## src/rtl/fetch_prefetch_queue_if.sv

```systemverilog
// Fetch-stage bundle: redirect/stall control from decode, the instruction
// memory request/response pair, and the head-of-queue result.
interface fetch_prefetch_queue_if #(
    parameter int PC_WIDTH    = 16,
    parameter int INSTR_WIDTH = 32,
    parameter int DEPTH       = 4
);
    localparam int CNT_W = $clog2(DEPTH) + 1;

    logic                   pc_chg;
    logic [PC_WIDTH-1:0]    pc_in;
    logic                   stall;
    logic                   imem_req;
    logic [PC_WIDTH-1:0]    imem_addr;
    logic [INSTR_WIDTH-1:0] imem_data;
    logic [INSTR_WIDTH-1:0] instr;
    logic [PC_WIDTH-1:0]    pc_out;
    logic                   instr_valid;
    logic [CNT_W-1:0]       q_count;

    modport master (
        input  pc_chg, pc_in, stall, imem_data,
        output imem_req, imem_addr, instr, pc_out, instr_valid, q_count
    );

    modport slave (
        output pc_chg, pc_in, stall, imem_data,
        input  imem_req, imem_addr, instr, pc_out, instr_valid, q_count
    );
endinterface

```

## src/rtl/fetch_prefetch_queue.sv

```systemverilog
// Sequential instruction fetch with a DEPTH-entry prefetch queue; a redirect
// flushes queued and in-flight work and restarts fetch at the new PC.
module fetch_prefetch_queue #(
    parameter int PC_WIDTH    = 16,
    parameter int INSTR_WIDTH = 32,
    parameter int DEPTH       = 4,
    parameter int PC_STEP     = 1,
    parameter int RESET_PC    = 0
) (
    input  logic                   clk_in,
    input  logic                   RST,
    fetch_prefetch_queue_if.master fq
);
    localparam int PTR_W = $clog2(DEPTH);
    localparam int CNT_W = $clog2(DEPTH) + 1;
    localparam logic [PC_WIDTH-1:0] STEP_V  = PC_WIDTH'(PC_STEP);
    localparam logic [PC_WIDTH-1:0] RESET_V = PC_WIDTH'(RESET_PC);
    localparam logic [CNT_W-1:0]    DEPTH_C = CNT_W'(DEPTH);

    logic [PC_WIDTH-1:0]    fpc_p0;
    logic                   vld_p1;
    logic [PC_WIDTH-1:0]    pc_p1;
    logic                   flush_pend;
    logic [INSTR_WIDTH-1:0] q_instr [DEPTH];
    logic [PC_WIDTH-1:0]    q_pc    [DEPTH];
    logic [PTR_W-1:0]       rd_ptr;
    logic [PTR_W-1:0]       wr_ptr;
    logic [CNT_W-1:0]       count;
    logic [CNT_W-1:0]       occ;
    logic                   issue;
    logic                   push;
    logic                   pop;
    logic                   not_empty;

    function automatic logic [PC_WIDTH-1:0] next_pc(input logic [PC_WIDTH-1:0] pc);
        return pc + STEP_V;
    endfunction

    // Queue slots plus the outstanding request can never exceed DEPTH, so a
    // response always has a free slot when it lands.
    assign occ       = count + CNT_W'(vld_p1);
    assign issue     = RST && !fq.pc_chg && (occ < DEPTH_C);
    assign push      = vld_p1 && !flush_pend;
    assign not_empty = (count != '0);
    assign pop       = not_empty && !fq.stall;

    assign fq.imem_req    = issue;
    assign fq.imem_addr   = fpc_p0;
    assign fq.instr_valid = not_empty;
    assign fq.instr       = not_empty ? q_instr[rd_ptr] : '0;
    assign fq.pc_out      = not_empty ? q_pc[rd_ptr] : '0;
    assign fq.q_count     = count;

    // Stage p0 -> p1: request issue, response capture and queue bookkeeping
    always_ff @(posedge clk_in or negedge RST) begin
        if (!RST) begin
            fpc_p0     <= RESET_V;
            vld_p1     <= 1'b0;
            flush_pend <= 1'b0;
            rd_ptr     <= '0;
            wr_ptr     <= '0;
            count      <= '0;
        end else if (fq.pc_chg) begin
            fpc_p0     <= fq.pc_in;
            vld_p1     <= 1'b0;
            flush_pend <= vld_p1;
            rd_ptr     <= '0;
            wr_ptr     <= '0;
            count      <= '0;
        end else begin
            vld_p1     <= issue;
            flush_pend <= 1'b0;
            if (issue) fpc_p0 <= next_pc(fpc_p0);
            if (push)  wr_ptr <= wr_ptr + PTR_W'(1);
            if (pop)   rd_ptr <= rd_ptr + PTR_W'(1);
            if (push && !pop)      count <= count + CNT_W'(1);
            else if (!push && pop) count <= count - CNT_W'(1);
        end
    end

    always_ff @(posedge clk_in) begin
        if (issue) pc_p1 <= fpc_p0;
        if (push && !fq.pc_chg) begin
            q_instr[wr_ptr] <= fq.imem_data;
            q_pc[wr_ptr]    <= pc_p1;
        end
    end
endmodule

```

## src/flat_wrapper.sv

```systemverilog
// flat-port wrapper written by rule: the top's interface ports become plain ports
module fetch_prefetch_queue_flat 
#(
    parameter int PC_WIDTH    = 16,
    parameter int INSTR_WIDTH = 32,
    parameter int DEPTH       = 4,
    parameter int PC_STEP     = 1,
    parameter int RESET_PC    = 0
)
  (clk_in, RST, fq_pc_chg, fq_pc_in, fq_stall, fq_imem_data, fq_imem_req, fq_imem_addr, fq_instr, fq_pc_out, fq_instr_valid, fq_q_count);
  fetch_prefetch_queue_if #(.PC_WIDTH(PC_WIDTH), .INSTR_WIDTH(INSTR_WIDTH), .DEPTH(DEPTH)) fq_i ();
  input  logic clk_in;
  input  logic RST;
  input wire logic [$bits(fq_i.pc_chg)-1:0] fq_pc_chg;
  input wire logic [$bits(fq_i.pc_in)-1:0] fq_pc_in;
  input wire logic [$bits(fq_i.stall)-1:0] fq_stall;
  input wire logic [$bits(fq_i.imem_data)-1:0] fq_imem_data;
  output wire logic [$bits(fq_i.imem_req)-1:0] fq_imem_req;
  output wire logic [$bits(fq_i.imem_addr)-1:0] fq_imem_addr;
  output wire logic [$bits(fq_i.instr)-1:0] fq_instr;
  output wire logic [$bits(fq_i.pc_out)-1:0] fq_pc_out;
  output wire logic [$bits(fq_i.instr_valid)-1:0] fq_instr_valid;
  output wire logic [$bits(fq_i.q_count)-1:0] fq_q_count;
  assign fq_i.pc_chg = fq_pc_chg;
  assign fq_i.pc_in = fq_pc_in;
  assign fq_i.stall = fq_stall;
  assign fq_i.imem_data = fq_imem_data;
  assign fq_imem_req = fq_i.imem_req;
  assign fq_imem_addr = fq_i.imem_addr;
  assign fq_instr = fq_i.instr;
  assign fq_pc_out = fq_i.pc_out;
  assign fq_instr_valid = fq_i.instr_valid;
  assign fq_q_count = fq_i.q_count;
  fetch_prefetch_queue #(.PC_WIDTH(PC_WIDTH), .INSTR_WIDTH(INSTR_WIDTH), .DEPTH(DEPTH), .PC_STEP(PC_STEP), .RESET_PC(RESET_PC)) u_core (.clk_in(clk_in), .RST(RST), .fq(fq_i));
endmodule
```

## config.mk

```make
export PLATFORM = sky130hd
export DESIGN_NAME = fetch_prefetch_queue_flat
export DESIGN_NICKNAME = d
export VERILOG_FILES = /design/src/rtl/fetch_prefetch_queue_if.sv /design/src/rtl/fetch_prefetch_queue.sv /design/src/flat_wrapper.sv
export SDC_FILE = /design/constraint.sdc
export NUM_CORES = 1
export LEC_CHECK = 0
export BUFFER_PORTS_ARGS = -buffer_cell sky130_fd_sc_hd__buf_2
export CORE_MARGIN = 5
export CORE_UTILIZATION = 25
export CTS_CLUSTER_SIZE = 14
export DETAILED_ROUTE_END_ITERATION = 8
export SYNTH_ARGS = -nofsm -noshare
export SYNTH_HDL_FRONTEND = slang
export SYNTH_SLANG_ARGS = --single-unit
```

## constraint.sdc

```tcl
create_clock -name clk_in -period 4.88 [get_ports clk_in]
set_input_delay 0.976 -clock clk_in [delete_from_list [all_inputs] [get_ports clk_in]]
set_output_delay 0.976 -clock clk_in [all_outputs]
set_load 0.02 [all_outputs]
```

==> reports/qor.yml, run 1 <==
outcome: "complete, no violations"
combPwrFrac: 0.249
hpwl_um: 12100
fp.dieW_um: 202.1
tritoncts: "built"
reg2reg_from: "u_core.fq.q_count[2]$_DFFE_PN0P_"
skew_ns: 0.004952
post_cts_buffers: 0
pre_cts_ws_ns: 1.556
drive_gt1_frac: 0.3546
period_needed_ns: 3.568
setup_slack_ns: 1.312
fin_crit_sh: 0.7312
drt_pass1_iterations: 4
drc: 0
first_global_vias: 5146
cellInternalPower_mw: 3.975
core_um2: 36520
synthToLayoutAreaGrowth_pct: 21.74
r2r-end: "u_core.fq.q_count[2]$_DFFE_PN0P_"
rows: 70
syn_area_um2: 9228
rsz0062_at_grt: "false"
drt_iter0_drc: 214
place.gp.congestion: 0.7484
dieArea_um2: 40850
place_inst: 1065
grtUsageMet1: 0.1292
grt_max_degree: 54
relSlewSlack: 0.3737
viasPerCell: 4.407
vias: 4901
busiest_layer: "met2"
cts_buffer_depth: 3
r2r_setup_slack_ns: 2.18
fill_cells: 3576
antenna_found_initial: 1
netlist_instances: 491
clk_pin_slew_ns: 0.06
cts.root.buffer_cell: "clkbuf_16"
stdcell_count: 1112
wl_per_cell_um: 17.88
num_io_pins: 121
cts.sinks: 233
met3_usage: 0.02278
hold_violations: 0
multiInputGateArea_um2: 2213
totalPowerFinal_mw: 5.712
setup_viol_count_final: 0
p_sw_mw: 1.737
maxCapViolCount: 0
cts-buffers-inserted: 26
reg2reg_depth: 7
arrival_ns: 2.59
hp-class: "in2async"
portBuffers: 120
synth_cell_type_count: 44
cp_max_fo: 32
syn_avg_cell_area_um2: 18.79
crit_required_ns: 3.90
fmax_mhz: 280.2
start_util: 0.2527
antenna_left: 0
cp-end-kind: "output pin"
yosysWarnings: 0
start_kind: "register"
syn_nets: 549
cts_resized: 0
routed_wirelength_um: 19880
grt_first_pass_wirelength_um: 30750
p_clk_frac: 0.325
cp_cell_sequence: "buf_12 > mux4_2 > and2_1 > buf_2"
synth_seq_cells: 233
switching_share: 0.3041
layout.nets: 683
p_per_area_nw_per_um2: 508.5
cts.htree.levels: 1
slew_violations: 0
fp.dieH_um: 202.1
synth_edf_count: 208
cts_hold_buf: 0
seq_area_um2: 6877
cp_slowest_stage_delay_ns: 0.86
critPathSlowestCell: "dfrtp_4"
crit_type: "reg2out"
worst_skew_pair.late_latency_ns: 0.52
tightest_slew_ns: 0.9394
peakVddDrop_v: 0.0003191
overflow: 0
tns_ns: 0
pwr-share-seq: 0.426
grt_util_met2: 0.1553
yosysSeqAreaShare: 0.7447
yosys_most_used_dff: "edfxtp_1"
grt_usage: 0.09495
async_reset_ff_frac: 0.1073
p_leak_nw: 3.854
-- registers in the layout (all words and copies together) (netlist names) --
name / flops
u_core.flush_pend: 1
u_core.fq.imem_addr: 16
u_core.fq.q_count: 3
u_core.pc_p1: 16
u_core.q_instr: 128
u_core.q_pc: 64
u_core.rd_ptr: 2
u_core.vld_p1: 1
u_core.wr_ptr: 2
-- placed cells by master (no fill, tap or decap), drive strengths merged, types with 7 or more instances in the layout --
cell / Yosys / layout
inv: 11 / 13
clkbuf: 11 / 32
nand3: 13 / 13
clkinv: 1 / 11
mux4: 48 / 48
nand4: 7 / 7
nor2: 13 / 13
dfrtp: 25 / 25
or4: 10 / 10
nand2: 12 / 12
and2: 50 / 50
buf: 12 / 129
a31oi: 9 / 9
edfxtp: 208 / 208
-- per-stage QoR --
stage / cell area (µm²) / hold slack (ns) / util
final: 11230 / 0.3696 / 0.3076
after global routing: 11230 / 0.3760 / 0.3075
after CTS: 11230 / 0.3455 / 0.3075
after detailed placement: 10410 / 0.5044 / 0.2851
after global placement: 10410 / 0.4864 / 0.2851
after floorplan: 9228 / 0.4587 / -
-- cells by family after synthesis --
| group | after synthesis | synth area share |
|---|---|---|
| flip-flops | 233 | 0.7447 |
| AND/OR/NAND/NOR | 126 | 0.07864 |
| multiplexers | 52 | 0.1226 |
| AO/OA/AOI/OAI | 36 | 0.02631 |
| buffers and inverters | 35 | 0.01600 |
| adder cells (fa/ha/maj) | 6 | 0.008949 |
| XOR/XNOR | 3 | 0.002848 |
-- layer usage --
layer,vias to the layer above,wire length (µm)
met5,-,0
li1,2247,-
met1,2488,8974
met4,0,460
met3,34,1105
met2,132,9338
-- final cells by class --
cell class | count | share of cell area
clock buffer | 32 | 0.06182
inverter | 12 | 0.004010
multi-input combinational | 223 | 0.1970
sequential | 233 | 0.6122
timing repair buffer | 129 | 0.06171
tap | 468 | 0.05213
clock inverter | 14 | 0.01092
antenna | 1 | 0.0002228
-- worst max path at each step --
stage	end	start	depth (start not counted)
after CTS	fq_pc_out[7]	u_core.rd_ptr[0]$_DFFE_PN0P_	4
after global routing	fq_pc_out[5]	u_core.rd_ptr[0]$_DFFE_PN0P_	4
after floorplan	fq_imem_req	fq_pc_chg	3
after global placement	fq_imem_req	RST	6
final	fq_pc_out[7]	u_core.rd_ptr[0]$_DFFE_PN0P_	4
after detailed placement	fq_imem_req	RST	6
-- worst max-delay path: cells and delay by family, from the launching register on --
| family | cells | cell delay, ns |
|---|---|---|
| buf+inv | 2 | 0.46 |
| flops | 1 | 0.86 |
| simple gates | 1 | 0.19 |
| mux | 1 | 0.51 |
-- power groups by stage --
stage	combinational (mW)	sequential, mW	clock [mW]
floorplan	0.994	2.41	0
global placement	1.46	2.48	0
detailed placement	1.47	2.48	0
CTS	1.47	2.44	1.93
global route	1.55	2.46	2.00
finish	1.42	2.43	1.86
-- synth_stat cells (7+ instances only) --
library cell / n / share of area
edfxtp_1: 208 / 0.68
dfrtp_1: 25 / 0.068
inv_1: 11 / 0.0045
and2_1: 50 / 0.034
clkbuf_1: 11 / 0.0045
buf_2: 7 / 0.0038
nand4_1: 7 / 0.0047
mux4_2: 48 / 0.12
or4_1: 10 / 0.0081
nand2_1: 12 / 0.0049
nand3_1: 12 / 0.0065
a31oi_1: 9 / 0.0061
nor2_1: 13 / 0.0053
No activity file was read; power rests on OpenSTA's default activity.
==> inputs of run 2 (changes only) <==
==> constraint.sdc (replaced) <==
create_clock -name clk_in -period 3.19 [get_ports clk_in]
set_input_delay 0.638 -clock clk_in [delete_from_list [all_inputs] [get_ports clk_in]]
set_output_delay 0.638 -clock clk_in [all_outputs]
set_load 0.02 [all_outputs]
==> reports/qor.yml, run 2 (synthesis gave the netlist of run 1 again) <==
cp-end-kind: "output pin"
cp_slowest_stage_delay_ns: 0.52
critPathSlowestCell: "dlygate4sd3_1"
hp-class: "in2reg"
hpwl_um: 12840
cts.sinks: 233
largest_reg_flops: 128
start_util: 0.2527
cp_cell_sequence: "dlygate4sd3_1 > buf_2 > and2_1 > mux2i_2 > nor2_1 > buf_2"
largest_register: "u_core.q_instr"
setup_viol_count_final: 0
stdcell_count: 1119
cts_buffer_depth: 3
skew_ns: 0.01203
seq_area_um2: 6877
drt_iter0_drc: 257
cts.root.buffer_cell: "clkbuf_16"
tightest_slew_ns: 0.5336
core_um2: 36520
antenna_left: 0
antenna_found_initial: 0
cts.htree.levels: 1
slew_violations: 0
cp_max_fo: 11
viasPerCell: 4.373
clk_pin_slew_ns: 0.06
drc: 0
layout_common_cells: "edfxtp_1, buf_2, and2_1"
layout.nets: 689
drive_gt1_frac: 0.3717
rows: 70
grt_first_pass_wirelength_um: 31380
vias: 4893
worst_skew_pair.late_latency_ns: 0.52
tns_ns: 0
reg_top3: "u_core.q_instr: 128 flops, u_core.q_pc: 64 flops"
p_leak_nw: 3.966
grt_max_degree: 49
wl_per_cell_um: 17.96
overflow: 0
synthToLayoutAreaGrowth_pct: 24.72
fin_crit_sh: 0.9439
relSlewSlack: 0.6372
start_kind: "primary input"
critPathMostFrequentCell: "buf_2"
place.gp.congestion: 0.7552
place_inst: 1069
outcome: "complete, no violations"
maxCapViolCount: 0
layout_commonest_cell: "edfxtp_1"
grt_usage: 0.09731
fp.dieH_um: 202.1
routed_wirelength_um: 20100
crit_type: "in2out"
hold_violations: 0
first_global_vias: 5345
period_needed_ns: 3.011
fill_cells: 3521
tritoncts: "built"
dieArea_um2: 40850
fp.dieW_um: 202.1
multiInputGateArea_um2: 2213
drt_pass1_iterations: 4
peakVddDrop_v: 0.0003485
num_io_pins: 121
n_antenna_cell: 0
portBuffers: 120
cts_resized: 0
cts-buffers-inserted: 27
crit_required_ns: 2.55
rsz0062_at_grt: "false"
arrival_ns: 2.37
p_per_area_nw_per_um2: 806.9
fmax_mhz: 332.1
-- run 2: cell types whose count changed in the layout (fill, tap and decap cells not counted), sizes merged --
cell,previous run,this run
buf,129,133
bufinv,2,6
clkinv,11,8
clkinvlp,0,3
clkbuf,32,30
diode,1,0
dlygate4sd3,0,1
inv,13,14
-- run 2: final timing paths --
kind | from | end | slack [ns] | cells after the start
min in group asynchronous | RST | u_core.fq.q_count[1]$_DFFE_PN0P_ | 0.51 | 2
hold reg to reg | u_core.pc_p1[8]$_DFFE_PP_ | u_core.q_pc[2][8]$_DFFE_PP_ | 0.50 | 0
max in group asynchronous | RST | u_core.rd_ptr[1]$_DFFE_PN0P_ | 2.13 | 3
setup reg to reg | u_core.fq.q_count[0]$_DFFE_PN0P_ | u_core.fq.q_count[2]$_DFFE_PN0P_ | 0.73 | 7
setup / recovery | RST | fq_imem_req | 0.18 | 6
hold / removal | fq_imem_data[10] | u_core.q_instr[1][10]$_DFFE_PP_ | 0.33 | 1
-- run 2: timing repair --
item	4_1_cts	5_1_grt
hold buffers	1	0
buffers inserted	0	0
hold endpoints to repair	6	0
-- run 2: cell type report --
type,count,share of cell area
clock buffers,30,0.06056
inverters,12,0.003914
multi-input cells,223,0.1923
well taps,468,0.05088
repair buffers,134,0.07132
flip-flops and latches,233,0.5975
clock inverters,19,0.02348
-- run 2: per-stage QoR --
step	cell area [µm²]	total power, mW	utilization	worst slack [ns]	hold WS (ns)
floorplan	9228	5.203	-	0.5224	0.3424
global placement	10530	6.121	0.2884	0.7161	0.4843
detailed placement	10530	6.150	0.2884	0.6965	0.4953
CTS	11510	9.494	0.3151	0.1239	0.2939
global route	11510	9.781	0.3151	0.007803	0.3026
finish	11510	9.286	0.3151	0.1790	0.3295
-- run 2: per-layer routing --
metal,part of all wire,up-vias,track usage
li1,-,2251,-
met1,0.45,2486,0.1330
met2,0.47,127,0.1590
met3,0.052,29,0.02246
met4,0.023,0,0.02255
met5,0,-,0
-- run 2: where the power goes --
part	switching [mW]	leakage [nW]	internal (mW)	total (mW)
registers	0.180	2.18	3.50	3.68
clock network	1.21	0.470	2.07	3.28
logic	1.38	1.31	0.952	2.33
-- run 2: worst max-delay path, delay by kind of cell --
| kind | cells | cell delay (ns) |
|---|---|---|
| muxes | 1 | 0.45 |
| and+or+nand+nor | 2 | 0.35 |
| buffers and inverters | 3 | 0.93 |
==> inputs of run 3 (changes only) <==
--- a/config.mk
+++ b/config.mk
@@ -6,10 +6,13 @@
 export NUM_CORES = 1
 export LEC_CHECK = 0
 export BUFFER_PORTS_ARGS = -buffer_cell sky130_fd_sc_hd__buf_2
+export CELL_PAD_IN_SITES_DETAIL_PLACEMENT = 1
+export CELL_PAD_IN_SITES_GLOBAL_PLACEMENT = 1
 export CORE_MARGIN = 5
 export CORE_UTILIZATION = 25
 export CTS_CLUSTER_SIZE = 14
 export DETAILED_ROUTE_END_ITERATION = 8
+export PLACE_DENSITY_LB_ADDON = 0.1
 export SYNTH_ARGS = -nofsm -noshare
 export SYNTH_HDL_FRONTEND = slang
 export SYNTH_SLANG_ARGS = --single-unit
==> reports/qor.yml, run 3 (synthesis gave the netlist of run 1 again) <==
relSlewSlack: 0.5634
reg_top3: "u_core.q_instr: 128 flops, u_core.q_pc: 64 flops"
overflow: 0
core_um2: 36520
routed_wirelength_um: 23340
drive_gt1_frac: 0.3710
n_antenna_cell: 0
largest_register: "u_core.q_instr"
drt_pass1_iterations: 4
cts_buffer_depth: 3
p_per_area_nw_per_um2: 808.6
rows: 70
slew_violations: 0
largest_reg_flops: 128
crit_type: "reg2out"
multiInputGateArea_um2: 2221
fp.dieW_um: 202.1
crit_required_ns: 2.55
reg2reg_from: "u_core.fq.q_count[0]$_DFFE_PN0P_"
antenna_left: 0
wl_per_cell_um: 20.78
r2r-end: "u_core.fq.q_count[1]$_DFFE_PN0P_"
cts.sinks: 233
cts-buffers-inserted: 27
fill_cells: 3755
worst-path-buf-inv: 2
cp_max_fo: 13
start_kind: "register"
drt_iter0_drc: 145
arrival_ns: 2.29
cts.htree.levels: 1
fp.dieH_um: 202.1
worst_skew_pair.late_latency_ns: 0.52
cp_slowest_stage_delay_ns: 0.64
grt_first_pass_wirelength_um: 35710
seq_area_um2: 6877
fin_crit_sh: 0.9186
fmax_mhz: 341.2
r2r_setup_slack_ns: 0.74
antenna_found_initial: 0
clk_pin_slew_ns: 0.06
cp_cell_sequence: "buf_4 > mux4_2 > and2_1 > buf_2"
grt_max_degree: 32
viasPerCell: 4.418
critPathSlowestCell: "dfrtp_4"
crit_start: "u_core.rd_ptr[0]$_DFFE_PN0P_"
maxCapViolCount: 0
place.gp.congestion: 0.7188
reg2reg_depth: 6
p_leak_nw: 3.969
path_delay_family: "flip-flops"
drc: 0
layout_common_cells: "edfxtp_1, buf_2, and2_1"
hp-class: "in2async"
start_util: 0.2527
dieArea_um2: 40850
portBuffers: 120
rsz0062_at_grt: "false"
cts_hold_buf: 0
num_io_pins: 121
peakVddDrop_v: 0.0003764
setup_viol_count_final: 0
cts.root.buffer_cell: "clkbuf_16"
layout.nets: 693
period_needed_ns: 2.930
hpwl_um: 15110
tritoncts: "built"
cp_num_cells: 4
synthToLayoutAreaGrowth_pct: 24.65
cp-end-kind: "output pin"
finish.utilization: 0.3149
critical_path.endpoint: "fq_pc_out[9]"
layout_commonest_cell: "edfxtp_1"
tns_ns: 0
tightest_slew_ns: 0.6550
first_global_vias: 5710
hold_violations: 0
vias: 4961
skew_ns: 0.01042
outcome: "complete, no violations"
grt_usage: 0.1125
==> run 3: cell types whose count changed in the layout (fill, tap and decap cells not counted), moves of 2 or more <==
| cell | previous run | this run |
|---|---|---|
| clkinv_1 | 1 | 8 |
| buf_12 | 9 | 7 |
| buf_4 | 4 | 10 |
| inv_6 | 2 | 0 |
==> run 3: metrics by stage <==
stage	total power [mW]	setup slack [ns]	std cells	cell area (µm²)	hold WS, ns
floorplan	5.203	0.5224	491	9228	0.3424
global placement	6.162	0.5356	1073	10540	0.4732
detailed placement	6.206	0.4973	1073	10540	0.4873
CTS	9.517	0.06074	1123	11500	0.01474
global route	9.803	0.1258	1123	11500	0.04099
finish	9.300	0.2596	1123	11500	0.03444
==> run 3: power breakdown <==
group	switching [mW]	total, mW	internal [mW]
registers	0.181	3.68	3.50
clock network	1.20	3.22	2.02
logic	1.43	2.41	0.974
total	2.81	9.30	6.49
==> run 3: how the worst min path moves through the flow <==
stage | start | depth (start not counted) | slack, ns | endpoint
floorplan | RST | 0 | 0.34 | u_core.flush_pend$_DFF_PN0_
global placement | u_core.pc_p1[13]$_DFFE_PP_ | 0 | 0.47 | u_core.q_pc[2][13]$_DFFE_PP_
detailed placement | u_core.pc_p1[13]$_DFFE_PP_ | 0 | 0.49 | u_core.q_pc[2][13]$_DFFE_PP_
CTS | RST | 1 | 0.01 | u_core.fq.imem_addr[1]$_DFFE_PN0P_
global route | RST | 1 | 0.04 | u_core.rd_ptr[1]$_DFFE_PN0P_
finish | RST | 1 | 0.03 | u_core.fq.imem_addr[1]$_DFFE_PN0P_
==> run 3: timing repair <==
action                                  CTS  global route
resized for setup                         0             1
endpoints found under the setup margin    6            31
pin swaps                                 0             0
buffers inserted                          1             0
==> run 3: metal layers <==
metal / global-route usage / wire length, µm
met1: 0.1464 / 10290
met2: 0.1953 / 11600
met3: 0.02246 / 1034
met4: 0.02498 / 407
met5: 0 / 0
==> run 3: cell type report <==
| type | instances | area share |
|---|---|---|
| Timing Repair Buffer | 138 | 0.07332 |
| Tap cell | 468 | 0.05091 |
| Clock inverter | 21 | 0.02186 |
| Clock buffer | 28 | 0.05907 |
| Multi-Input combinational cell | 223 | 0.1931 |
| Inverter | 12 | 0.003916 |
| Sequential cell | 233 | 0.5978 |
